## src/rtl/multicycle_control.sv

```systemverilog
// Multicycle MIPS-style main controller: one FSM register plus combinational
// decode of the datapath controls from the current state.
module multicycle_control (
    input  logic       clk,
    input  logic       reset,
    input  logic [5:0] OP,
    input  logic       Zero,
    input  logic       MemReady,
    output logic       IorD,
    output logic       MemRead,
    output logic       MemWrite,
    output logic       IRWrite,
    output logic       RegDst,
    output logic       MemtoReg,
    output logic       RegWrite,
    output logic       ALUSrcA,
    output logic [1:0] ALUSrcB,
    output logic [2:0] ALUOp,
    output logic [1:0] PCSource,
    output logic       PCWrite,
    output logic       Illegal,
    output logic [3:0] State
);

    typedef enum logic [3:0] {
        S_FETCH  = 4'd0,
        S_DECODE = 4'd1,
        S_MEMADR = 4'd2,
        S_MEMRD  = 4'd3,
        S_MEMWB  = 4'd4,
        S_MEMWR  = 4'd5,
        S_EXEC_R = 4'd6,
        S_WB_R   = 4'd7,
        S_EXEC_I = 4'd8,
        S_WB_I   = 4'd9,
        S_BRANCH = 4'd10,
        S_JUMP   = 4'd11
    } state_e;

    localparam logic [5:0] OP_R    = 6'h00;
    localparam logic [5:0] OP_J    = 6'h02;
    localparam logic [5:0] OP_BEQ  = 6'h04;
    localparam logic [5:0] OP_BNE  = 6'h05;
    localparam logic [5:0] OP_ADDI = 6'h08;
    localparam logic [5:0] OP_ANDI = 6'h0C;
    localparam logic [5:0] OP_ORI  = 6'h0D;
    localparam logic [5:0] OP_LUI  = 6'h0F;
    localparam logic [5:0] OP_LW   = 6'h23;
    localparam logic [5:0] OP_SW   = 6'h2B;

    state_e     state_q, state_d;
    logic       illegal_q, illegal_d;
    logic [2:0] imm_aluop;
    logic       branch_taken;

    always_comb begin
        state_d   = S_FETCH;
        illegal_d = illegal_q;
        case (state_q)
            S_FETCH:  state_d = MemReady ? S_DECODE : S_FETCH;
            S_DECODE: begin
                case (OP)
                    OP_LW, OP_SW:                       state_d = S_MEMADR;
                    OP_R:                               state_d = S_EXEC_R;
                    OP_ADDI, OP_ANDI, OP_ORI, OP_LUI:   state_d = S_EXEC_I;
                    OP_BEQ, OP_BNE:                     state_d = S_BRANCH;
                    OP_J:                               state_d = S_JUMP;
                    default: begin
                        state_d   = S_FETCH;
                        illegal_d = 1'b1;
                    end
                endcase
            end
            S_MEMADR: state_d = (OP == OP_SW) ? S_MEMWR : S_MEMRD;
            S_MEMRD:  state_d = MemReady ? S_MEMWB : S_MEMRD;
            S_MEMWR:  state_d = MemReady ? S_FETCH : S_MEMWR;
            S_EXEC_R: state_d = S_WB_R;
            S_EXEC_I: state_d = S_WB_I;
            default:  state_d = S_FETCH;
        endcase
    end

    always_ff @(posedge clk or negedge reset) begin
        if (!reset) begin
            state_q   <= S_FETCH;
            illegal_q <= 1'b0;
        end else begin
            // NOTE: non-blocking so every flop samples the pre-edge values.
            state_q   <= state_d;
            illegal_q <= illegal_d;
        end
    end

    // OP is stable for the whole instruction, so WB_I can re-decode it.
    always_comb begin
        case (OP)
            OP_ADDI: imm_aluop = 3'b110;
            OP_ANDI: imm_aluop = 3'b011;
            OP_ORI:  imm_aluop = 3'b101;
            OP_LUI:  imm_aluop = 3'b001;
            default: imm_aluop = 3'b000;
        endcase
    end

    assign branch_taken = ((OP == OP_BEQ) && Zero) || ((OP == OP_BNE) && !Zero);

    always_comb begin
        // NOTE: every output defaults to 0 first so no path leaves a latch.
        IorD     = 1'b0;
        MemRead  = 1'b0;
        MemWrite = 1'b0;
        IRWrite  = 1'b0;
        RegDst   = 1'b0;
        MemtoReg = 1'b0;
        RegWrite = 1'b0;
        ALUSrcA  = 1'b0;
        ALUSrcB  = 2'd0;
        ALUOp    = 3'b000;
        PCSource = 2'd0;
        PCWrite  = 1'b0;
        // Reset is asynchronous, so the controls are also cut off combinationally.
        if (reset) begin
            case (state_q)
                S_FETCH: begin
                    MemRead = 1'b1;
                    ALUSrcB = 2'd1;
                    ALUOp   = 3'b010;
                    IRWrite = MemReady;
                    PCWrite = MemReady;
                end
                S_DECODE: begin
                    ALUSrcB = 2'd3;
                    ALUOp   = 3'b010;
                end
                S_MEMADR: begin
                    ALUSrcA = 1'b1;
                    ALUSrcB = 2'd2;
                    ALUOp   = 3'b010;
                end
                S_MEMRD: begin
                    IorD    = 1'b1;
                    MemRead = 1'b1;
                end
                S_MEMWB: begin
                    MemtoReg = 1'b1;
                    RegWrite = 1'b1;
                end
                S_MEMWR: begin
                    IorD     = 1'b1;
                    MemWrite = 1'b1;
                end
                S_EXEC_R: begin
                    ALUSrcA = 1'b1;
                    ALUOp   = 3'b111;
                end
                S_WB_R: begin
                    RegDst   = 1'b1;
                    RegWrite = 1'b1;
                end
                S_EXEC_I: begin
                    ALUSrcA = 1'b1;
                    ALUSrcB = 2'd2;
                    ALUOp   = imm_aluop;
                end
                S_WB_I: begin
                    RegWrite = 1'b1;
                    ALUOp    = imm_aluop;
                end
                S_BRANCH: begin
                    ALUSrcA  = 1'b1;
                    ALUOp    = 3'b100;
                    PCSource = 2'd1;
                    PCWrite  = branch_taken;
                end
                S_JUMP: begin
                    PCSource = 2'd2;
                    PCWrite  = 1'b1;
                end
                default: ;
            endcase
        end
    end

    assign Illegal = illegal_q;
    assign State   = state_q;

endmodule

```

## config.mk

```make
export PLATFORM = sky130hd
export DESIGN_NAME = multicycle_control
export DESIGN_NICKNAME = d
export VERILOG_FILES = /design/src/rtl/multicycle_control.sv
export SDC_FILE = /design/constraint.sdc
export NUM_CORES = 1
export LEC_CHECK = 0
export ABC_AREA = 1
export BUFFER_PORTS_ARGS = -buffer_cell sky130_fd_sc_hd__buf_2
export CAP_MARGIN = 30
export CORE_ASPECT_RATIO = 1.1
export CORE_MARGIN = 3
export CORE_UTILIZATION = 40
export CTS_CLUSTER_SIZE = 30
export DETAILED_ROUTE_END_ITERATION = 8
export GPL_ROUTABILITY_DRIVEN = 0
export PLACE_DENSITY = 0.75
export SLEW_MARGIN = 20
export SYNTH_ARGS = -nofsm -noshare
export SYNTH_HDL_FRONTEND = slang
export SYNTH_SLANG_ARGS = --single-unit
```

## constraint.sdc

```tcl
create_clock -name clk -period 2.2 [get_ports clk]
set_input_delay 0.33 -clock clk [delete_from_list [all_inputs] [get_ports clk]]
set_output_delay 0.33 -clock clk [all_outputs]
set_load 0.05 [all_outputs]
```

==> metrics.log <==
INFO  metric timing.critical_path.cells = inv_1, nand2_2, nor2_2, inv_1, nor2_4, nand2_1, o21ai_4, buf_2
INFO  metric multi_input_comb_area = 472 um^2
INFO  metric syn-num-nets = 129
INFO  metric power_density = 1140 mW/mm^2
INFO  metric worst_setup_path_end_kind = output pin
INFO  metric period_minus_slack = 1.97 ns
INFO  metric critical_path_peak_fanout = 5
INFO  metric timing_max_transition_violations_final = 0
INFO  metric tightestPinTransition = 0.322 ns
INFO  metric place.detailed.hpwl = 1.50 mm
INFO  metric initialDrtViolationCount = 14
INFO  metric worst-setup-path-type = reg -> out
INFO  metric postRouteWirelength = 1.79 mm
INFO  metric hold_viol = 0
INFO  metric synthToLayoutAreaGrowth = 42.3%
INFO  metric cts_hold_buffers = 1
INFO  metric timing.clock.skew = 0.00707 ns
INFO  metric io_pins = 31
INFO  metric report.power.total = 1.01 mW
INFO  metric power.leakage = 0.521 nW
INFO  metric non_filler_instance_count_after_layout = 170
INFO  metric placed_cells_incl_taps = 165
INFO  metric clkLatencyLatePin = 0.24 ns
INFO  metric antenna_cells = 0
INFO  metric largest_net_degree_at_the_start_of_global_routing = 10
INFO  metric synth.cell_area = 624 um^2
INFO  metric maxSlewHeadroom = 78.5%
INFO  metric grt_antenna_before_repair = 0
INFO  metric r2r_cells = 6
INFO  metric clock_tree.buffer_depth = 2
INFO  metric synth_warnings = 0
INFO  metric clock_tree.htree_level_count = 1
INFO  metric vias_per_instance = 4.89
INFO  metric core_area = 0.00142 mm^2
INFO  metric drt_drc_violations_left = 0
INFO  metric reg2reg_slack = 0.96 ns
INFO  metric ant_nets = 0
INFO  metric critical_path_required = 1.87 ns
INFO  metric slowest_delay = 0.43 ns
INFO  metric tritoncts.num_buffers = 3
INFO  metric critPathBufInv = 3
INFO  metric port_buffers = 30
INFO  metric cts_root_buf = sky130_fd_sc_hd__clkbuf_4
INFO  metric fin_setup_tns = 0 ns
INFO  metric grt_pass1_wl = 2.93 mm
INFO  metric crit_family = buffers and inverters
INFO  metric tritoncts = built
INFO  metric synth_seq_cells = 5
INFO  metric num-fill-cells = 143
INFO  metric path_clk_slew = 0.05 ns
INFO  metric period_share = 89.6%
INFO  metric design.final.nets = 165
INFO  metric synth.lib_cells_used.distinct = 16
INFO  metric rsz0062_at_grt = false
INFO  metric routed-via-count = 831
INFO  metric cap_viol_max_count = 0
INFO  metric die_h = 47.4 um
INFO  metric status = complete, no violations
INFO  metric hold_path_class = in -> async
INFO  metric timing.critical_path.slowest_stage_cell = sky130_fd_sc_hd__dfrtp_1
INFO  metric drive_above_1_share = 31.8%
INFO  metric cts_post_setup_buffers_inserted = 0
INFO  metric sequential_cell_area = 128 um^2
INFO  metric cp_common_cell = sky130_fd_sc_hd__inv_1
INFO  metric area_contributors_post_synth = sky130_fd_sc_hd__dfrtp_1 (20%), sky130_fd_sc_hd__nor2_1 (17%), sky130_fd_sc_hd__nand2_1 (15%)
INFO  metric postSynthCellCount = 119
INFO  metric vdd_ir_drop_max = 0.940 mV
INFO  metric netlist.area_leader.share = 20.0%
INFO  metric number_of_global_route_vias_before_repair = 737
INFO  metric synth_area_leader_cell = sky130_fd_sc_hd__dfrtp_1
INFO  metric report.final.setup_viol = 0
INFO  metric maximum_clock_frequency = 507 MHz
INFO  metric global_route.usage.total = 18.5%
INFO  metric timing.rr.start = State[1]$_DFF_PN0_
INFO  metric dieWidth = 43.7 um
INFO  metric drt-pass1-iter-count = 4
INFO  metric clock_sinks = 5
INFO  metric cp.arrival = 1.64 ns
INFO  metric ys_seq_area_share = 20.0%
INFO  metric rows = 14
INFO  metric die-area = 0.00207 mm^2
INFO  metric synthesis.area_per_instance = 5.25 um^2
INFO  metric global_route.overflow_total = 0
INFO  metric worstReg2RegEnd = State[0]$_DFF_PN0_
INFO  metric critical_path.startpoint_type = flip-flop
INFO  metric start_util = 44.0%
INFO  metric post_cts_gate_resize_count = 0
INFO  metric detailed_route_wire_length_per_cell = 10.5 um
INFO  metric timing.hold.ws = 0.486 ns
[worst max path at each step]
stage	to	startpoint	cells past startpoint	slack (ns)
floorplan	PCWrite	State[0]$_DFF_PN0_	4	-0.05
global placement	ALUOp[2]	OP[5]	7	0.50
detailed placement	PCWrite	State[2]$_DFF_PN0_	8	0.49
CTS	PCWrite	State[2]$_DFF_PN0_	8	0.22
global route	ALUOp[2]	State[0]$_DFF_PN0_	8	0.12
finish	PCWrite	State[2]$_DFF_PN0_	8	0.23
[synthesized netlist by cell type]
cell type	count
sky130_fd_sc_hd__nor2_1	29
sky130_fd_sc_hd__nand2_1	25
sky130_fd_sc_hd__inv_1	20
sky130_fd_sc_hd__nand3_1	11
sky130_fd_sc_hd__a21oi_1	8
sky130_fd_sc_hd__o21ai_0	6
sky130_fd_sc_hd__dfrtp_1	5
sky130_fd_sc_hd__nor3_1	4
sky130_fd_sc_hd__nor2_2	3
sky130_fd_sc_hd__nand4_1	2
sky130_fd_sc_hd__a31oi_1	1
sky130_fd_sc_hd__clkbuf_1	1
sky130_fd_sc_hd__nand2_2	1
sky130_fd_sc_hd__nor2_4	1
sky130_fd_sc_hd__o21ai_2	1
sky130_fd_sc_hd__xor2_1	1
[flip-flops by register name, indices dropped and copies added, names as in the netlist]
register,flops
Illegal,1
State,4
[metrics by stage]
| stage | instance area (um^2) | util [%] | setup WS (ns) |
|---|---|---|---|
| final | 888 | 62.6 | 0.229 |
| after global routing | 888 | 62.6 | 0.117 |
| after CTS | 888 | 62.6 | 0.220 |
| after detailed placement | 852 | 60.1 | 0.486 |
| after global placement | 852 | 60.1 | 0.505 |
| after floorplan | 678 | - | -0.0530 |
[worst reg2reg max path, cell delays in order, from the launching register on]
cell and delay, ns:
sky130_fd_sc_hd__dfrtp_2 0.46, sky130_fd_sc_hd__inv_1 0.10, sky130_fd_sc_hd__nor2_1 0.04, sky130_fd_sc_hd__nand2_1 0.09, sky130_fd_sc_hd__nand2_1 0.08, sky130_fd_sc_hd__nor2_1 0.19
sky130_fd_sc_hd__nand4_1 0.15
[where the power goes]
group	switching [mW]	internal [mW]
registers	0.0497	0.122
clock network	0.0362	0.0685
logic	0.565	0.169
total	0.651	0.359
[cell families after synthesis]
group	share of synthesized area, %
flip-flops	20.0
XOR/XNOR	1.40
buffers and inverters	12.6
AND/OR/NAND/NOR	52.3
AO/OA/AOI/OAI	13.6
[layout by cell type (no fill, tap or decap), types with 2 or more instances in the layout]
master / netlist / routed
sky130_fd_sc_hd__o21ai_0: 6 / 6
sky130_fd_sc_hd__nand2_1: 25 / 25
sky130_fd_sc_hd__nor2_2: 3 / 2
sky130_fd_sc_hd__dfrtp_1: 5 / 3
sky130_fd_sc_hd__nand3_1: 11 / 11
sky130_fd_sc_hd__nor2_1: 29 / 29
sky130_fd_sc_hd__inv_1: 20 / 20
sky130_fd_sc_hd__a21oi_2: 0 / 3
sky130_fd_sc_hd__dfrtp_2: 0 / 2
sky130_fd_sc_hd__nor3_2: 0 / 2
sky130_fd_sc_hd__buf_2: 0 / 30
sky130_fd_sc_hd__a21oi_1: 8 / 5
sky130_fd_sc_hd__clkbuf_4: 0 / 3
sky130_fd_sc_hd__nand4_1: 2 / 2
sky130_fd_sc_hd__nor2_4: 1 / 2
[per-layer routing]
layer / global-route usage (%) / routed length, um / up-vias / part of all wire [%]
li1: - / - / 450 / -
met1: 21.2 / 758 / 360 / 42
met2: 36.9 / 927 / 21 / 52
met3: 4.51 / 104 / 0 / 5.8
met4: 0 / 0 / 0 / 0
met5: 0 / 0 / - / 0
[layout make-up]
class	instances	share of cell area, %
well taps	16	2.25
inverters	20	8.45
repair buffers	32	18.9
multi-input cells	93	53.1
clock buffers	4	2.96
flip-flops and latches	5	14.4
No activity file was read; power rests on OpenSTA's default activity.
